## src/rtl/alu_pipe_hs.sv

```systemverilog
`default_nettype none
// ============================================================================
//  Module      : alu_pipe_hs
//  Description : Registered ALU with valid/ready handshakes on both sides.
//                Seven single-cycle ops plus an unsigned shift-add multiply
//                that runs one step per cycle for WIDTH cycles.
//  Revision    : 1.0  initial release
// ============================================================================
module alu_pipe_hs #(
  parameter int WIDTH = 16,
  parameter int SHW   = 4
) (
  input  logic             clk,
  input  logic             rst_n,
  input  logic             in_valid,
  output logic             in_ready,
  input  logic [WIDTH-1:0] a,
  input  logic [WIDTH-1:0] b,
  input  logic [2:0]       func,
  output logic             out_valid,
  input  logic             out_ready,
  output logic [WIDTH-1:0] out,
  output logic [WIDTH-1:0] out_hi,
  output logic             flag_c,
  output logic             flag_v,
  output logic             flag_z,
  output logic             flag_n
);

  localparam logic [2:0] OP_ADD = 3'd0;
  localparam logic [2:0] OP_SUB = 3'd1;
  localparam logic [2:0] OP_AND = 3'd2;
  localparam logic [2:0] OP_OR  = 3'd3;
  localparam logic [2:0] OP_XOR = 3'd4;
  localparam logic [2:0] OP_SHL = 3'd5;
  localparam logic [2:0] OP_SHR = 3'd6;
  localparam logic [2:0] OP_MUL = 3'd7;

  localparam logic [0:0] ST_IDLE = 1'b0;
  localparam logic [0:0] ST_BUSY = 1'b1;

  localparam logic [SHW-1:0] STEP_LAST = SHW'(WIDTH - 1);

  logic [0:0]       state;
  logic [0:0]       state_nxt;
  logic             accept;
  logic             accept_mul;
  logic             mul_last;

  // Multiplier working registers: multiplicand and the {hi,lo} product pair,
  // where lo starts as the multiplier and is consumed one bit per step.
  logic [WIDTH-1:0] mcand;
  logic [WIDTH-1:0] prod_hi;
  logic [WIDTH-1:0] prod_lo;
  logic [SHW-1:0]   step_cnt;
  logic [WIDTH:0]   step_sum;
  logic [WIDTH-1:0] step_hi;
  logic [WIDTH-1:0] step_lo;

  // Single-cycle datapath
  logic [SHW-1:0]   shamt;
  logic [WIDTH:0]   add_full;
  logic [WIDTH:0]   sub_full;
  logic [WIDTH:0]   shl_full;
  logic [WIDTH:0]   shr_full;
  logic [WIDTH-1:0] alu_out;
  logic             alu_c;
  logic             alu_v;

  assign accept     = in_valid & in_ready;
  assign accept_mul = accept & (func == OP_MUL);

  // Single-cycle op results; shifts are widened by one bit so the last bit
  // shifted out lands in the extra position (zero when the amount is zero).
  always_comb begin
    shamt    = b[SHW-1:0];
    add_full = {1'b0, a} + {1'b0, b};
    sub_full = {1'b0, a} - {1'b0, b};
    shl_full = {1'b0, a} << shamt;
    shr_full = {a, 1'b0} >> shamt;
    alu_out  = '0;
    alu_c    = 1'b0;
    alu_v    = 1'b0;
    case (func)
      OP_ADD: begin
        alu_out = add_full[WIDTH-1:0];
        alu_c   = add_full[WIDTH];
        alu_v   = (a[WIDTH-1] == b[WIDTH-1]) && (add_full[WIDTH-1] != a[WIDTH-1]);
      end
      OP_SUB: begin
        alu_out = sub_full[WIDTH-1:0];
        alu_c   = sub_full[WIDTH];
        alu_v   = (a[WIDTH-1] != b[WIDTH-1]) && (sub_full[WIDTH-1] != a[WIDTH-1]);
      end
      OP_AND: alu_out = a & b;
      OP_OR:  alu_out = a | b;
      OP_XOR: alu_out = a ^ b;
      OP_SHL: begin
        alu_out = shl_full[WIDTH-1:0];
        alu_c   = shl_full[WIDTH];
      end
      OP_SHR: begin
        alu_out = shr_full[WIDTH:1];
        alu_c   = shr_full[0];
      end
      default: alu_out = '0;
    endcase
  end

  // One shift-add step: add multiplicand if the current multiplier bit is set,
  // then shift the whole {sum, lo} pair right by one.
  always_comb begin
    step_sum = {1'b0, prod_hi} + (prod_lo[0] ? {1'b0, mcand} : {(WIDTH+1){1'b0}});
    step_hi  = step_sum[WIDTH:1];
    step_lo  = {step_sum[0], prod_lo[WIDTH-1:1]};
  end

  // FSM state register
  always_ff @(posedge clk) begin
    if (!rst_n) state <= ST_IDLE;
    else        state <= state_nxt;
  end

  // FSM next-state logic
  always_comb begin
    state_nxt = state;
    case (state)
      ST_IDLE: if (accept_mul) state_nxt = ST_BUSY;
      ST_BUSY: if (step_cnt == STEP_LAST) state_nxt = ST_IDLE;
      default: state_nxt = ST_IDLE;
    endcase
  end

  // FSM outputs: accept only when idle and the output slot is free or draining
  always_comb begin
    in_ready = (state == ST_IDLE) && (!out_valid || out_ready);
    mul_last = (state == ST_BUSY) && (step_cnt == STEP_LAST);
  end

  // Multiplier sequencer: load operands on accept, step once per busy cycle
  always_ff @(posedge clk) begin
    if (!rst_n) begin
      mcand    <= '0;
      prod_hi  <= '0;
      prod_lo  <= '0;
      step_cnt <= '0;
    end else if (accept_mul) begin
      mcand    <= a;
      prod_hi  <= '0;
      prod_lo  <= b;
      step_cnt <= '0;
    end else if (state == ST_BUSY) begin
      prod_hi  <= step_hi;
      prod_lo  <= step_lo;
      step_cnt <= step_cnt + 1'b1;
    end
  end

  // Output register: loads with a new result, otherwise holds until drained
  always_ff @(posedge clk) begin
    if (!rst_n) begin
      out_valid <= 1'b0;
      out       <= '0;
      out_hi    <= '0;
      flag_c    <= 1'b0;
      flag_v    <= 1'b0;
      flag_z    <= 1'b0;
      flag_n    <= 1'b0;
    end else if (accept && !accept_mul) begin
      out_valid <= 1'b1;
      out       <= alu_out;
      out_hi    <= '0;
      flag_c    <= alu_c;
      flag_v    <= alu_v;
      flag_z    <= (alu_out == '0);
      flag_n    <= alu_out[WIDTH-1];
    end else if (mul_last) begin
      out_valid <= 1'b1;
      out       <= step_lo;
      out_hi    <= step_hi;
      flag_c    <= 1'b0;
      flag_v    <= 1'b0;
      flag_z    <= ({step_hi, step_lo} == '0);
      flag_n    <= step_lo[WIDTH-1];
    end else if (out_ready) begin
      out_valid <= 1'b0;
    end
  end

endmodule
`default_nettype wire

```

## config.mk

```make
export PLATFORM = sky130hd
export DESIGN_NAME = alu_pipe_hs
export DESIGN_NICKNAME = d
export VERILOG_FILES = /design/src/rtl/alu_pipe_hs.sv
export SDC_FILE = /design/constraint.sdc
export NUM_CORES = 1
export LEC_CHECK = 0
export ABC_AREA = 0
export BUFFER_PORTS_ARGS = -buffer_cell sky130_fd_sc_hd__buf_4
export CORE_AREA = 2 2 123 125
export CTS_BUF_LIST = sky130_fd_sc_hd__clkbuf_2 sky130_fd_sc_hd__clkbuf_4 sky130_fd_sc_hd__clkbuf_8
export DETAILED_ROUTE_END_ITERATION = 12
export DIE_AREA = 0 0 125 127
export PLACE_DENSITY = 0.85
export SLEW_MARGIN = 20
export SYNTH_ARGS = -nofsm -noshare
export SYNTH_HDL_FRONTEND = slang
export SYNTH_SLANG_ARGS = --single-unit
```

## constraint.sdc

```tcl
create_clock -name clk -period 4.4 [get_ports clk]
set_input_delay 0.88 -clock clk [delete_from_list [all_inputs] [get_ports clk]]
set_output_delay 0.88 -clock clk [all_outputs]
set_load 0.02 [all_outputs]
```

==> out/results.tsv, run 1 <==
metric	value	unit
cp_max_fo	34	
grtUsageTotal	35.22	%
antenna_cells	0	
grt_max_degree	38	
drv_slew	0	
timing.final.ws_setup	0.3234	ns
clk_pin_slew_worst_paths	0.10	ns
vias	8768	
drt_first_pass_iters	6	
row_count	44	
gp_congestion	1.092	
grt_pass1_wl	44.95	mm
skew	0.02193	ns
core	0.01442	sq mm
ant_nets	0	
cts_tree	built	
rsz0062_at_grt	no	
yosysSeqAreaShare	21.71	%
required	4.69	ns
setup_viol	0	
hpwlAfterDp	21.77	mm
drv_cap	0	
cts_sinks	89	
cts_buffer_depth	2	
cts_resized	0	
powerDensity	235.7	mW/mm^2
r2r_setup_slack	0.82	ns
worst-r2r-cell-count	12	
endpoint	flag_z$_SDFFE_PN0P_	
cts_buffers	9	
fmax	245.3	MHz
die_w	125	microns
die_y	127	microns
fin_crit	4.077	ns
die_area	0.01588	sq mm
port_buffers	76	
synth_top_cell_by_area	dfxtp_1	
fin_cells	1324	
r2r_end	flag_z$_SDFFE_PN0P_	
leakage	0.003913	uW
antenna_found_initial	0	
grt_pass1_vias	8377	
peakVddDrop	0.1666	mV
postCtsSetupRepairBufs	0	
synth.cell_area	0.008208	sq mm
synth_fp_nets	1180	
tns	0	ns
cp.arrival	4.36	ns
clk_latency	0.38	ns
synth.most_common_cell	nand2_1	
synthTopCellsByCount	nand2_1, dfxtp_1, a21oi_1	
drc	0	
syn_inst	1069	
overflow	0	
fin_nets	1246	
yosysTopAreaCellShare	21.71	%
cts_hold_buf	0	
ys_ff_latch	89	
slew_headroom	47.51	%
critPathCaptureType	flop	
r2r_start	prod_lo[0]$_SDFFE_PN0P_	
hold_slack	0.4539	ns
crit_type	input port to flop	
start_kind	input port	
worst_pin_slew	0.7791	ns
ys_warn_count	0	
yosysUniqueCellTypes	76	
dp_cells	1308	
drive_gt1_share	16.40	%
hold_violations	0	
io_pins	77	
hold_class	flop to flop	
synth_edf_count	0	
period_share	92.65	%
drtIter0Drc	1037	
routedWlPerCell	21.36	microns
critPathLaunch	b[0]	
async_flop_share	0	%
root_buffer	clkbuf_8	
synth_area_per_cell	7.678	sq um
start_util	56.90	%
fillers	1267	
via_per_inst	6.622	
synthTopCellsByArea	dfxtp_1, ha_1, nand2_1	
cts-htree-levels	3	
synthToLayoutAreaGrowth	13.75	%
wl	28.28	mm
status	complete, no violations	
ys.flop_type	dfxtp_1	
place_ws	-0.01494	ns
sequential cells by signal (all words and copies together) (netlist names):
register and count:
out_hi 16, prod_lo 16, step_cnt 4, flag_c 1, prod_hi 16, mcand 16, out 16, flag_v 1
state 1, out_valid 1, flag_z 1
worst max-delay path: stages:
cell	delay, ns
buf_4	0.15
buf_12	0.23
inv_2	0.06
ha_1	0.19
mux4_2	0.50
and2_1	0.19
nor4_2	0.32
o221ai_1	0.19
or4_1	0.45
or4_1	0.51
or4_1	0.50
o31ai_2	0.18
through the flow:
stage | total power (uW) | instance area (sq um) | util [%]
after floorplan | 1340 | 8208 | -
after global placement | 1619 | 9134 | 63.32
after detailed placement | 1623 | 9134 | 63.32
after CTS | 2179 | 9334 | 64.71
after global routing | 2291 | 9336 | 64.73
final | 2200 | 9336 | 64.73
final cells by class:
type,instances,area (sq um),area share (%)
clock inverters,7,76.32,0.8175
clock buffers,9,123.9,1.327
multi-input cells,851,5939,63.62
repair buffers,128,973.4,10.43
inverters,56,210.2,2.251
flip-flops and latches,89,1783,19.10
well taps,184,230.2,2.466
per-layer routing:
metal,track usage [%],part of all wire [%],vias to the layer above
met5,0,0,-
met1,46.88,41,4152
met3,5.318,8.4,94
li1,-,-,4039
met4,17.12,5.1,0
met2,56.36,45,483
worst min-delay path by stage:
stage,startpoint,end,slack (ns),cells after the start
after global placement,mcand[14]$_SDFFE_PN0P_,mcand[14]$_SDFFE_PN0P_,0.44,2
final,mcand[9]$_SDFFE_PN0P_,mcand[9]$_SDFFE_PN0P_,0.45,2
after global routing,mcand[15]$_SDFFE_PN0P_,mcand[15]$_SDFFE_PN0P_,0.47,2
after CTS,mcand[14]$_SDFFE_PN0P_,mcand[14]$_SDFFE_PN0P_,0.46,2
after detailed placement,mcand[14]$_SDFFE_PN0P_,mcand[14]$_SDFFE_PN0P_,0.44,2
after floorplan,mcand[0]$_SDFFE_PN0P_,mcand[0]$_SDFFE_PN0P_,0.43,2
cells by family after synthesis:
family / after synthesis / synth area share [%]
AND/OR/NAND/NOR: 378 / 21.43
AO/OA/AOI/OAI: 308 / 25.64
XOR/XNOR: 29 / 3.095
buffers and inverters: 129 / 6.098
flip-flops: 89 / 21.71
adder cells (fa/ha/maj): 72 / 11.25
multiplexers: 64 / 10.78
power by group:
part           switching (uW)  internal (uW)
logic                     471            308
registers                21.7            831
clock network             346            222
total                     839           1360
placed cells by master, fill, tap and decap left out, types with 22 or more instances in the layout:
| cell type | synthesis | final |
|---|---|---|
| ha_1 | 69 | 69 |
| inv_1 | 50 | 50 |
| a211oi_1 | 26 | 26 |
| buf_4 | 1 | 127 |
| o21ai_0 | 27 | 27 |
| mux2i_1 | 31 | 31 |
| a22oi_1 | 30 | 30 |
| a21oi_1 | 87 | 87 |
| dfxtp_1 | 89 | 88 |
| nor2_1 | 86 | 83 |
| nand3_1 | 22 | 22 |
| nand2_1 | 157 | 157 |
No activity file was read; power rests on OpenSTA's default activity.
==> inputs of run 2 (changes only) <==
==> constraint.sdc (replaced) <==
create_clock -name clk -period 4.4 [get_ports clk]
set_input_delay 0.22 -clock clk [delete_from_list [all_inputs] [get_ports clk]]
set_output_delay 0.22 -clock clk [all_outputs]
set_load 0.02 [all_outputs]
==> out/results.tsv, run 2 (same netlist as run 1, synthesis figures left out) <==
metric	value	unit	change
rsz0062_at_grt	no		unchanged
required	4.69	ns	about the same
grt_pass1_vias	8332		was 8,377
die_y	127	microns	unchanged
power_switching	819.9	uW	was 839.2 uW
crit_type	input port to flop		unchanged
gp_congestion	1.016		was 1.092
setup_viol	0		unchanged
cts_sinks	89		unchanged
seq_area	0.001783	sq mm	unchanged
grt_max_degree	38		unchanged
skew	0.01888	ns	was 0.02193 ns
cts_buffer_depth	2		unchanged
dp_cells	1279		was 1,308
drv_slew	0		unchanged
fillers	1297		was 1,267
multiInputGateArea	0.005939	sq mm	unchanged
hold_slack	0.1319	ns	was 0.4539 ns
synthToLayoutAreaGrowth	11.02	%	was 13.75%
wl	28.35	mm	was 28.28 mm
critPathCaptureType	flop		unchanged
hpwlAfterDp	21.33	mm	was 21.77 mm
routedWlPerCell	21.89	microns	was 21.36 microns
grtUsageTotal	35.36	%	was 35.22%
cp_max_fo	19		was 34
drc	0		unchanged
postCtsSetupRepairBufs	0		unchanged
fmax	273.8	MHz	was 245.3 MHz
fin_nets	1217		was 1,246
internal_power	1388	uW	was 1361 uW
row_count	44		unchanged
antenna_cells	0		unchanged
cp.arrival	3.95	ns	was 4.36 ns
start_kind	input port		unchanged
pwr-share-seq	38.7	%	was 38.8%
ant_nets	0		unchanged
cts-htree-levels	3		unchanged
clk_latency	0.39	ns	was 0.38 ns
drtIter0Drc	1071		was 1,037
powerDensity	242.3	mW/mm^2	was 235.7 mW/mm^2
fin_cells	1295		was 1,324
place_ws	0.4021	ns	was -0.01494 ns
period_share	83.02	%	was 92.65%
slew_headroom	45.17	%	was 47.51%
start_util	56.90	%	unchanged
overflow	0		unchanged
root_buffer	clkbuf_8		unchanged
p_comb_share	33.7	%	was 35.4%
peakVddDrop	0.1911	mV	was 0.1666 mV
drv_cap	0		unchanged
leakage	0.003778	uW	was 0.003913 uW
switching_share	37.13	%	was 38.14%
drt_first_pass_iters	5		was 6
hold_violations	0		unchanged
clk_pin_slew_worst_paths	0.09	ns	was 0.10 ns
core	0.01442	sq mm	unchanged
io_pins	77		unchanged
cts_resized	0		unchanged
via_per_inst	6.665		was 6.622
mostFrequentLayoutCell	nand2_1		unchanged
die_area	0.01588	sq mm	unchanged
worst_pin_slew	0.8204	ns	was 0.7791 ns
fin_crit	3.653	ns	was 4.077 ns
die_w	125	microns	unchanged
p_clk_share	27.6	%	was 25.8%
cts_buffers	9		unchanged
status	complete, no violations		unchanged
antenna_found_initial	0		unchanged
tns	0	ns	unchanged
layout_common_cells	nand2_1, buf_4, dfxtp_1		unchanged
grt_pass1_wl	44.99	mm	was 44.95 mm
port_buffers	76		unchanged
timing.final.ws_setup	0.7473	ns	was 0.3234 ns
drive_gt1_share	14.22	%	was 16.40%
cts_hold_buf	0		unchanged
fin_util	63.18	%	was 64.73%
hold_class	input port to flop		was flop to flop
vias	8631		was 8,768
cts_tree	built		unchanged
## run 2: cell types whose count changed in the layout (fill, tap and decap cells not counted), sizes merged
cell,previous run,this run
clkinvlp,2,1
clkinv,4,2
buf,128,99
inv,57,59
bufinv,0,1
## run 2: critical path, stage by stage
cell and delay, ns:
buf_4 0.26, inv_2 0.20, fa_1 0.46, nor2b_1 0.17
o21a_1 0.20, o211a_1 0.20, nor3_1 0.31, o211ai_1 0.20
or4_1 0.55, or4_1 0.50, or4_1 0.50, o31ai_2 0.18
## run 2: area by class of cell
cell class,count,area share (%)
Timing Repair Buffer,99,8.156
Inverter,56,2.307
Sequential cell,89,19.57
Tap cell,184,2.526
Clock buffer,9,1.359
Multi-Input combinational cell,851,65.18
Clock inverter,7,0.9062
## run 2: through the flow
step                      area, sq um  total power, uW
final                            9112             2208
after global routing             9112             2295
after CTS                        9110             2188
after detailed placement         8904             1591
after global placement           8904             1588
after floorplan                  8208             1340
## run 2: worst paths after layout
path | startpoint | end | slack [ns] | cells after the start
worst max-delay path | b[1] | flag_z$_SDFFE_PN0P_ | 0.75 | 12
worst min-delay path | a[0] | mcand[0]$_SDFFE_PN0P_ | 0.13 | 3
worst max register to register | prod_lo[0]$_SDFFE_PN0P_ | flag_z$_SDFFE_PN0P_ | 0.77 | 12
worst min register to register | mcand[14]$_SDFFE_PN0P_ | mcand[14]$_SDFFE_PN0P_ | 0.46 | 2
## run 2: per-layer routing
metal | track usage, % | vias up | routed length (microns)
li1 | - | 3981 | -
met1 | 46.31 | 4062 | 11380
met3 | 5.067 | 93 | 2542
met4 | 15.29 | 0 | 1348
met2 | 58.63 | 495 | 13080
met5 | 0 | - | 0
## run 2: power by group through the flow
stage | combinational (uW) | clock, uW | sequential (uW)
global route | 794 | 644 | 857
global placement | 716 | 0 | 872
floorplan | 456 | 0 | 884
CTS | 723 | 611 | 854
detailed placement | 719 | 0 | 873
finish | 743 | 610 | 855
